### config.mk
export PLATFORM = sky130hd
export DESIGN_NAME = health_controller
export DESIGN_NICKNAME = d
export VERILOG_FILES = /design/src/rtl/health_pkg.sv /design/src/rtl/health_timer.sv /design/src/rtl/health_controller.sv
export SDC_FILE = /design/constraint.sdc
export NUM_CORES = 1
export LEC_CHECK = 0
export CORE_AREA = 3 3 40 42
export DETAILED_ROUTE_END_ITERATION = 12
export DIE_AREA = 0 0 43 45
export DONT_BUFFER_PORTS = 1
export MAX_ROUTING_LAYER = met4
export PLACE_DENSITY = 0.57
export SLEW_MARGIN = 5
export SYNTH_ARGS = -nofsm -noshare
export SYNTH_HDL_FRONTEND = slang
export SYNTH_HIERARCHICAL = 1
export SYNTH_SLANG_ARGS = --single-unit
### constraint.sdc
create_clock -name clk -period 2.15 [get_ports clk]
set_input_delay 0.43 -clock clk [delete_from_list [all_inputs] [get_ports clk]]
set_output_delay 0.43 -clock clk [all_outputs]
set_load 0.02 [all_outputs]
### src/rtl/health_pkg.sv
`default_nettype none
// ============================================================================
//  Module      : health_pkg
//  Description : Shared types, widths, heart-count constants and saturating
//                arithmetic helpers for the health controller.
//  Revision    : 1.0 - initial release
// ============================================================================
package health_pkg;

    localparam int HEALTH_W = 2;

    localparam logic [HEALTH_W-1:0] NO_HEARTS    = 2'b00;
    localparam logic [HEALTH_W-1:0] ONE_HEART    = 2'b01;
    localparam logic [HEALTH_W-1:0] TWO_HEARTS   = 2'b10;
    localparam logic [HEALTH_W-1:0] THREE_HEARTS = 2'b11;
    localparam logic [HEALTH_W-1:0] MAX_HEALTH   = THREE_HEARTS;

    typedef enum logic [1:0] {
        IDLE   = 2'd0,
        ALIVE  = 2'd1,
        INVULN = 2'd2,
        DEAD   = 2'd3
    } state_t;

    function automatic logic [HEALTH_W-1:0] sat_inc(input logic [HEALTH_W-1:0] h);
        return (h == MAX_HEALTH) ? h : h + ONE_HEART;
    endfunction

    function automatic logic [HEALTH_W-1:0] sat_dec(input logic [HEALTH_W-1:0] h);
        return (h == NO_HEARTS) ? h : h - ONE_HEART;
    endfunction

endpackage
`default_nettype wire

### src/rtl/health_timer.sv
`default_nettype none
// ============================================================================
//  Module      : health_timer
//  Description : Loadable down-counter with enable and zero flag; holds at 0.
//  Revision    : 1.0 - initial release
// ============================================================================
module health_timer #(
    parameter int WIDTH = 2
) (
    input  logic             clk,
    input  logic             rst,
    input  logic             load,
    input  logic             en,
    input  logic [WIDTH-1:0] load_value,
    output logic             zero
);

    logic [WIDTH-1:0] r_count;

    always_ff @(posedge clk or posedge rst) begin
        if (rst) begin
            r_count <= '0;
        end else if (load) begin
            r_count <= load_value;
        end else if (en && (r_count != '0)) begin
            r_count <= r_count - WIDTH'(1);
        end
    end

    assign zero = (r_count == '0);

endmodule
`default_nettype wire

### src/rtl/health_controller.sv
`default_nettype none
// ============================================================================
//  Module      : health_controller
//  Description : Owns the player's heart count: hit/heal, post-hit
//                invulnerability window, game over. Define HEALTH_BLINK_EN to
//                blink the display code during the invulnerability window.
//  Revision    : 1.0 - initial release
// ============================================================================
module health_controller
    import health_pkg::*;
#(
    parameter int INVULN_CYCLES = 4,
    parameter int START_HEALTH  = 3,
    parameter int BLINK_CYCLES  = 2
) (
    input  logic                clk,
    input  logic                rst,
    input  logic                start,
    input  logic                hit,
    input  logic                heal,
    output logic [HEALTH_W-1:0] health,
    output logic [HEALTH_W-1:0] health_disp,
    output logic                invulnerable,
    output logic                game_over,
    output logic                hit_taken
);

    localparam int TIMER_W = (INVULN_CYCLES > 1) ? $clog2(INVULN_CYCLES) : 1;
    localparam logic [TIMER_W-1:0]  C_INV_RELOAD = TIMER_W'(INVULN_CYCLES - 1);
    localparam logic [HEALTH_W-1:0] C_START      = HEALTH_W'(START_HEALTH);

    if (INVULN_CYCLES < 1 || START_HEALTH < 1 || START_HEALTH > 3 || BLINK_CYCLES < 1) begin : g_bad_params
        $error("health_controller: parameter out of range");
    end

    state_t                r_state, w_state_next;
    logic [HEALTH_W-1:0]   r_health, w_health_next;
    logic                  r_hit_taken, w_hit_taken_next;
    logic                  w_hit_applied;
    logic                  w_inv_load, w_inv_en, w_inv_zero;
    logic [TIMER_W-1:0]    w_inv_value;

    assign w_hit_applied = !start && (r_state == ALIVE) && hit;

    always_ff @(posedge clk or posedge rst) begin
        if (rst) begin
            r_state <= IDLE;
        end else begin
            r_state <= w_state_next;
        end
    end

    always_comb begin
        w_state_next = r_state;
        if (start) begin
            w_state_next = ALIVE;
        end else begin
            case (r_state)
                ALIVE:   if (hit) w_state_next = (sat_dec(r_health) == NO_HEARTS) ? DEAD : INVULN;
                INVULN:  if (w_inv_zero) w_state_next = ALIVE;
                default: w_state_next = r_state;
            endcase
        end
    end

    // Next values for the registered outputs and timer controls.
    always_comb begin
        w_health_next    = r_health;
        w_hit_taken_next = 1'b0;
        w_inv_load       = 1'b0;
        w_inv_en         = 1'b0;
        w_inv_value      = '0;
        if (start) begin
            w_health_next = C_START;
            w_inv_load    = 1'b1;
        end else begin
            case (r_state)
                ALIVE: begin
                    if (hit) begin
                        w_health_next    = sat_dec(r_health);
                        w_hit_taken_next = 1'b1;
                        w_inv_load       = 1'b1;
                        w_inv_value      = C_INV_RELOAD;
                    end else if (heal) begin
                        w_health_next = sat_inc(r_health);
                    end
                end
                INVULN: begin
                    w_inv_en = 1'b1;
                    if (heal) w_health_next = sat_inc(r_health);
                end
                default: ;
            endcase
        end
    end

    always_ff @(posedge clk or posedge rst) begin
        if (rst) begin
            r_health    <= NO_HEARTS;
            r_hit_taken <= 1'b0;
        end else begin
            r_health    <= w_health_next;
            r_hit_taken <= w_hit_taken_next;
        end
    end

    health_timer #(.WIDTH(TIMER_W)) u_inv_timer (
        .clk        (clk),
        .rst        (rst),
        .load       (w_inv_load),
        .en         (w_inv_en),
        .load_value (w_inv_value),
        .zero       (w_inv_zero)
    );

    assign health       = r_health;
    assign invulnerable = (r_state == INVULN);
    assign game_over    = (r_state == DEAD);
    assign hit_taken    = r_hit_taken;

`ifdef HEALTH_BLINK_EN
    localparam int BLINK_W = (BLINK_CYCLES > 1) ? $clog2(BLINK_CYCLES) : 1;
    localparam logic [BLINK_W-1:0] C_BLINK_RELOAD = BLINK_W'(BLINK_CYCLES - 1);

    logic w_blink_load, w_blink_zero, r_blink_off;

    // Phase restarts visible on every applied hit; toggles each time the period expires.
    assign w_blink_load = start || w_hit_applied || ((r_state == INVULN) && w_blink_zero);

    health_timer #(.WIDTH(BLINK_W)) u_blink_timer (
        .clk        (clk),
        .rst        (rst),
        .load       (w_blink_load),
        .en         (r_state == INVULN),
        .load_value (C_BLINK_RELOAD),
        .zero       (w_blink_zero)
    );

    always_ff @(posedge clk or posedge rst) begin
        if (rst) begin
            r_blink_off <= 1'b0;
        end else if (start || w_hit_applied) begin
            r_blink_off <= 1'b0;
        end else if ((r_state == INVULN) && w_blink_zero) begin
            r_blink_off <= ~r_blink_off;
        end
    end

    assign health_disp = ((r_state == INVULN) && r_blink_off) ? NO_HEARTS : r_health;
`else
    assign health_disp = r_health;
`endif

endmodule
`default_nettype wire

Word level (Yosys, flattened, before mapping). Cells that the tools add are included. W data, S select, Z words.

Bits in registers: 7. Bits in latches: 0. Logic and storage cells: 43. Bits in writable memories: 0. Output and inout port bits: 7. Bits in read-only memories: 0. Memories: 0.

Eq/ne operators: 6. Order comparisons: 0. Bitwise gates (word level): 0. Reduce and logical (&&, ||, !) cells: 8. $mul: 0. Mux-type cells: 22. Shift operators: 0. Divide/modulo/power cells: 0. Add/sub/neg operators: 3.

Operators by type and width (count): $mux W2 (13); $pmux W2 S2 (2); $mux W1 (7); $eq A2 B2 Y1 const B (3); $logic_not A2 Y1 (3); $reduce_bool A2 Y1 (2); $sub A2 B1 Y2 const B (2); $ne A3 B2 Y1 const B (1); $ne A3 B3 Y1 const B (1); $reduce_and A3 Y1 (1); $reduce_bool A3 Y1 (1); $add A2 B1 Y2 const B (1); $eq A2 B1 Y1 const B (1); $logic_and A1 B1 Y1 (1).

Logic depth before layout (Yosys ltp). Gate-level depths: netlist of the first run.

Depth after elaboration: 7. Gate-level depth with buffers: 6.

Hierarchy. Netlist of the first run, hierarchy kept.

By module, submodules not included: health_controller (area each 335.3 sq um, cells an instance 38, sequential area each 125.1 sq um, instances 1); health_timer (area each 135.1 sq um, cells an instance 13, sequential area each 50.0 sq um, instances 1).

Worst setup path before layout of the first run. OpenSTA, ideal clock, no wires.

Path type: register to register. Start: register r_state[0]. End: register u_inv_timer.r_count[1]. Slack: 0.614 ns. Clock period less this slack: 1.536 ns. Cell stages (with the launch flop): 6. Arrival: 1.410 ns. Path buffers: 1. Cells stage by stage: dfrtp_1 > buf_2 > nor2b_1 > nor2b_1 > nand2b_1 > a221o_1.

Word-level cells in the longest chain between the ends: 5. Elaborated cells on any way between the ends: 11. Those cells by class: 2 x eq/ne; 7 x mux; 2 x reduce/logical.

Ends and longest elaborated chain: start, declared (line health_controller.sv:36) `state_t r_state, w_state_next;`; start signal, assigned (line health_controller.sv:49) `r_state <= w_state_next;`; $eq A2 B2 Y1; named net invulnerable (line health_controller.sv:23) `output logic invulnerable,`; $mux W1 (line health_controller.sv:77) `case (r_state)`; $mux W1 (line health_controller.sv:73) `if (start) begin`; named net w_inv_en (line health_controller.sv:40) `logic w_inv_load, w_inv_en, w_inv_zero;`; $logic_and A1 B1 Y1 (line health_timer.sv:25) `end else if (en && (r_count != '0)) begin`; $reduce_bool A2 Y1 (no line); end signal, assigned (line health_timer.sv:24) `r_count <= load_value;`; end signal, assigned (line health_timer.sv:26) `r_count <= r_count - WIDTH'(1);`; end, declared (line health_timer.sv:18) `logic [WIDTH-1:0] r_count;`.

The timed path passes the listed nets, and every way through them passes these cells. A chain may end at the register's enable or synchronous reset.

Worst setup path in the final report of the first run.
Start: register r_state[1]. End: register u_inv_timer.r_count[1].

Elaborated cells on any way between the ends: 11. Those cells by class: 2 x eq/ne; 7 x mux; 2 x reduce/logical.

RTL lines (line): $eq A2 B1 Y1 (*) (health_controller.sv:77); $mux W1 (*) (health_controller.sv:77); $mux W1 (*) (health_controller.sv:73); named net w_inv_load (health_controller.sv:40); $mux W2 / $reduce_bool A2 Y1 (equally long branches).

Mark *: on every way through the listed nets, which the timed path passes. The rest lies on a longest branch.

==> results.sh, run 1 <==
export IMPL_outcome="complete, no violations"
export IMPL_die_x_um=43
export IMPL_die_area_mm2=0.001935
export IMPL_clkSinkCount=7
export IMPL_ys_ff_latch=7
export IMPL_setup_worst_path_end_class="register"
export IMPL_r2r_cells=5
export IMPL_fin_crit_ns=1.601
export IMPL_regArea_um2=175.2
export IMPL_die_h_um=45
export IMPL_fillCellCount=126
export IMPL_mostFrequentLayoutCell="dfrtp_1"
export IMPL_hold_path_class="input port to register"
export IMPL_final_util_pct=39.05
export IMPL_start_kind="register"
export IMPL_drt_first_pass_iters=4
export IMPL_p_leak_nw=0.2185
export IMPL_drive_gt1_share_pct=13.21
export IMPL_wirelength_um=852
export IMPL_rsz0062_at_grt="no"
export IMPL_finalCritPeriodShare_pct=74.47
export IMPL_coreArea_mm2=0.001285
export IMPL_via_per_inst=5.265
export IMPL_syn2layout_area_growth_pct=6.649
export IMPL_place_gp_congestion=0.7928
export IMPL_num_rows=13
export IMPL_drv_slew=0
export IMPL_track_usage_pct=10.79
export IMPL_antenna_found_initial=0
export IMPL_r2r_end="u_inv_timer/r_count[1]"
export IMPL_hold_violations=0
export IMPL_clk_latency_ns=0.24
export IMPL_synth_top_cell_area_share_pct=37.23
export IMPL_grt_pass1_wl_um=1476
export IMPL_layout_common_cells="7 x dfrtp_1, 5 x inv_1, 4 x a21oi_1, 4 x nand2b_1"
export IMPL_start_util_pct=36.61
export IMPL_critical_path_max_stage_delay_ns=0.47
export IMPL_first_iter_violations=15
export IMPL_cts_resized=0
export IMPL_yosysWarnings=6
export IMPL_grt_pass1_vias=353
export IMPL_clk_path_buf_depth=2
export IMPL_clkTransAtPathRegs_ns=0.05
export IMPL_crit_slowest_cell="dfrtp_1"
export IMPL_worst_path_buf_inv=0
export IMPL_yosys_top_cells_area="dfrtp_1 37%, a221o_1 6.4%, nand2b_1 5.3%, a21oi_1 4.3%, inv_1 4.0%"
export IMPL_post_cts_buffers=0
export IMPL_worst_path_most_repeated_cell="and2b_1"
export IMPL_cp_data_arrival_time_ns=1.73
export IMPL_hold_path_end="r_state[1]"
export IMPL_htreeDepth=1
export IMPL_synth_area_um2=470.5
export IMPL_fin_skew_ns=0.001090
export IMPL_io_buffers=0
export IMPL_clockRootBuffer="clkbuf_4"
export IMPL_synth_area_per_cell_um2=9.225
export IMPL_worst_slack_ns=0.5490
export IMPL_crit_chain="and2b_1, nand2_1, nand2b_1, and2b_1, a221o_1"
export IMPL_maxCapViolations=0
export IMPL_maxSlewHeadroom_pct=61.97
export IMPL_ir_drop_v=0.0002755
export IMPL_vias=358
export IMPL_drtAntennaViolNets=0
export IMPL_hold_slack_ns=0.2417
export IMPL_cts_tree="yes"
export IMPL_place_ws_ns=0.5605
export IMPL_cts_buffers=3
export IMPL_ctsHoldBuffers=1
export IMPL_tns_ns=0
export IMPL_setup_violations=0
export IMPL_critPathTopFamily="simple AND/OR/NAND/NOR gates"
export IMPL_r2r_start="r_state[1]"
export IMPL_ys_seq_area_share_pct=37.23
export IMPL_grt_overflow=0
export IMPL_drc=0
export IMPL_io_pins=12
export IMPL_hp_start="start"
export IMPL_regToRegSetupSlack_ns=0.55
export IMPL_multi_input_comb_area_um2=245.2
export IMPL_dpl_hpwl_um=652.2
export IMPL_crit_fanout=11
export IMPL_critPathKind="register to register"
export IMPL_grt_max_degree=12
export IMPL_diodes=0
export IMPL_hold_depth=1
export IMPL_p_per_area_mw_per_mm2=699.0
export IMPL_fmax_ghz=0.6246
export IMPL_worst_slew_pin_slew_ns=0.5704
export IMPL_ys_types=26
export IMPL_syn_num_nets=57
export IMPL_synth_top_cell_by_area="dfrtp_1"
export IMPL_post_drt_wl_per_cell_um=12.53
export IMPL_netlist_instances=51
export IMPL_required_ns=2.28
export IMPL_final_nets=60
## cell families after synthesis
group | share of synthesized area (%)
compound gates | 21.01
fa+ha+maj | 2.659
buf+inv | 10.64
flops | 37.23
mux | 2.128
simple gates | 26.33
## layout make-up
cell class                      instances  area share (%)
Clock buffer                            4           5.237
Inverter                                5           3.741
Multi-Input combinational cell         35           48.88
Sequential cell                         7           34.91
Tap cell                               15           3.741
Timing Repair Buffer                    2           3.491
## synth_stat cells
cell type	instances
dfrtp_1	7
inv_1	5
a21oi_1	4
nand2b_1	4
a221o_1	3
nor2b_1	3
a31oi_1	2
and2b_1	2
buf_4	2
nor2_1	2
nor4b_1	2
and2_1	1
and2b_4	1
buf_2	1
buf_6	1
ha_1	1
mux2i_1	1
nand2_1	1
nand2_2	1
o21ai_0	1
o21bai_1	1
o221ai_1	1
o22ai_1	1
o31a_1	1
or2_2	1
or2b_1	1
## registers in the layout (all words and copies together), names as in the netlist
| signal | count |
|---|---|
| u_inv_timer/r_count | 2 |
| hit_taken | 1 |
| r_state | 2 |
| health | 2 |
## layer usage
metal	wire length (µm)	share of wire (%)	global-route usage [%]	up-vias
met5	0	0	-	-
met4	0	0	9.036	0
met3	55	6.5	3.984	0
met2	399	47	15.57	10
met1	397	47	11.76	166
li1	-	-	-	182
## power by group
part	switching, mW	total (mW)	internal, mW
Combinational	0.0308	0.0651	0.0343
Clock	0.0440	0.115	0.0705
Sequential	0.0275	0.171	0.144
## stage by stage
stage | cell area, µm² | power (mW) | cells
floorplan | 470.5 | 0.2333 | 51
global placement | 465.4 | 0.2382 | 63
detailed placement | 465.4 | 0.2372 | 63
CTS | 501.7 | 0.3580 | 68
global route | 501.7 | 0.3770 | 68
finish | 501.7 | 0.3507 | 68
## worst max path at each step
stage                     startpoint                     end  cells after the start
after detailed placement  r_state[1]  u_inv_timer/r_count[1]                      5
final                     r_state[1]  u_inv_timer/r_count[1]                      5
after floorplan           r_state[0]  u_inv_timer/r_count[1]                      5
after global routing      r_state[1]  u_inv_timer/r_count[0]                      5
after CTS                 r_state[1]  u_inv_timer/r_count[1]                      5
after global placement    r_state[1]  u_inv_timer/r_count[0]                      5
Power figures use the tool's default switching activity.
==> run 2, diff against run 1 <==
Clock period 2.15 ns to 1.6 ns, I/O delays scaled along.
==> run 2 against run 1 <==
Final area up 6.0%. Critical path depth unchanged. Via count up 5.6%. Total power up 40%. Sequential share of layout area down 2.0 points. Combinational power up 80%. Register-to-register slack worse by 0.43 ns. Sequential cell count unchanged. Hold slack worse by 0.12 ns. Utilization up 2.3 points. Non-clock buffer count up 4. Clock skew up 0.0077 ns. Critical path type unchanged. Highest routed layer unchanged.
==> results.sh, run 2 (synthesized netlist as in run 1, its figures left out) <==
export IMPL_outcome="complete, no violations"
export IMPL_r2r_cells=5
export IMPL_clk_latency_ns=0.25
export IMPL_setup_worst_path_end_class="register"
export IMPL_fin_skew_ns=0.008766
export IMPL_maxCapViolations=0
export IMPL_drc=0
export IMPL_critPathKind="register to register"
export IMPL_num_rows=13
export IMPL_regArea_um2=175.2
export IMPL_required_ns=1.72
export IMPL_via_per_inst=5.250
export IMPL_io_buffers=0
export IMPL_drt_first_pass_iters=4
export IMPL_power_frac_comb_pct=23.9
export IMPL_cts_resized=0
export IMPL_drive_gt1_share_pct=19.30
export IMPL_drv_slew=0
export IMPL_final_util_pct=41.38
export IMPL_mostFrequentLayoutCell="dfrtp_1"
export IMPL_hold_depth=1
export IMPL_placed_area_um2=495.5
export IMPL_grt_pass1_vias=380
export IMPL_grt_pass1_wl_um=1593
export IMPL_cp_data_arrival_time_ns=1.60
export IMPL_finalCritPeriodShare_pct=92.58
export IMPL_drtAntennaViolNets=0
export IMPL_multi_input_comb_area_um2=245.2
export IMPL_die_h_um=45
export IMPL_die_x_um=43
export IMPL_p_leak_nw=0.2367
export IMPL_cts_buffers=3
export IMPL_setup_violations=0
export IMPL_dpl_hpwl_um=686.5
export IMPL_hold_path_class="input port to register"
export IMPL_p_seq_share_pct=43.8
export IMPL_first_iter_violations=7
export IMPL_fmax_ghz=0.6751
export IMPL_fin_crit_ns=1.481
export IMPL_p_per_area_mw_per_mm2=923.6
export IMPL_diodes=0
export IMPL_place_ws_ns=0.1657
export IMPL_clk_path_buf_depth=2
export IMPL_post_drt_wl_per_cell_um=12.53
export IMPL_p_switching_uw=145.6
export IMPL_tns_ns=0
export IMPL_p_clk_share_pct=32.3
export IMPL_clockRootBuffer="clkbuf_4"
export IMPL_post_cts_buffers=0
export IMPL_worst_path_buf_inv=0
export IMPL_highest_layer="met3"
export IMPL_start_util_pct=36.61
export IMPL_worst_slack_ns=0.1188
export IMPL_finalInstanceArea_um2=531.8
export IMPL_die_area_mm2=0.001935
export IMPL_vias=378
export IMPL_ir_drop_v=0.0003029
export IMPL_clkTransAtPathRegs_ns=0.06
export IMPL_final_nets=64
export IMPL_layout_common_cells="7 x dfrtp_1, 5 x inv_1, 5 x buf_4"
export IMPL_htreeDepth=1
export IMPL_syn2layout_area_growth_pct=13.03
export IMPL_worst_slew_pin_slew_ns=0.3198
export IMPL_wirelength_um=902
export IMPL_cts_tree="yes"
export IMPL_place_gp_congestion=0.7391
export IMPL_met3_length_um=44
export IMPL_critPathTopFamily="simple AND/OR/NAND/NOR gates"
export IMPL_grt_max_degree=11
export IMPL_antenna_found_initial=0
export IMPL_crit_fanout=6
export IMPL_track_usage_pct=10.91
export IMPL_ctsHoldBuffers=1
export IMPL_fillCellCount=127
export IMPL_start_kind="register"
export IMPL_maxSlewHeadroom_pct=78.68
export IMPL_wl_met2_um=398
export IMPL_coreArea_mm2=0.001285
export IMPL_met1_length_um=459
export IMPL_crit_chain="and2b_1, nand2_1, nand2b_1, and2b_4, a221o_1"
export IMPL_hold_violations=0
export IMPL_io_pins=12
export IMPL_critical_path_max_stage_delay_ns=0.37
export IMPL_grt_overflow=0
export IMPL_intPower_uw=345.6
export IMPL_cp_num_cells=5
export IMPL_clkSinkCount=7
export IMPL_crit_slowest_cell="dfrtp_1"
export IMPL_power_total_uw=491.2
export IMPL_switching_share_pct=29.63
export IMPL_rsz0062_at_grt="no"
[run 2: cell count changes in the layout (fill, tap and decap cells not counted)]
| cell | change |
|---|---|
| buf_4 | +4 |
[run 2: through the flow]
step           hold WS (ns)  cells
2_1_floorplan       0.06118     51
3_3_place_gp        0.06296     67
3_5_place_dp        0.06508     67
5_1_grt              0.1137     72
6_report             0.1243     72
4_1_cts              0.1217     72
[run 2: metal layers]
metal | GRT usage [%] | vias to the layer above
met5 | - | -
met1 | 13.61 | 171
met4 | 1.807 | 0
met2 | 18.26 | 16
li1 | - | 191
met3 | 2.789 | 0
[run 2: cell type report]
type,instances,area share (%)
Sequential cell,7,32.94
Clock buffer,4,4.941
Multi-Input combinational cell,35,46.12
Timing Repair Buffer,6,8.941
Inverter,5,3.529
Tap cell,15,3.529
[run 2: worst paths after layout]
check | startpoint | to | slack [ns]
min in group asynchronous | rst | u_inv_timer/r_count[0] | 0.39
worst max-delay path | r_state[1] | u_inv_timer/r_count[0] | 0.12
max in group asynchronous | rst | hit_taken | 0.98
worst max register to register | r_state[1] | u_inv_timer/r_count[0] | 0.12
worst min register to register | r_state[0] | r_state[1] | 0.62
worst min-delay path | start | r_state[1] | 0.12
[run 2: power by group through the flow]
stage               Combinational [mW]  Sequential (mW)  Clock, mW
CTS                              0.118            0.215      0.162
detailed placement               0.115            0.218          0
floorplan                        0.101            0.212          0
global route                     0.131            0.218      0.176
finish                           0.117            0.215      0.159
global placement                 0.115            0.218          0
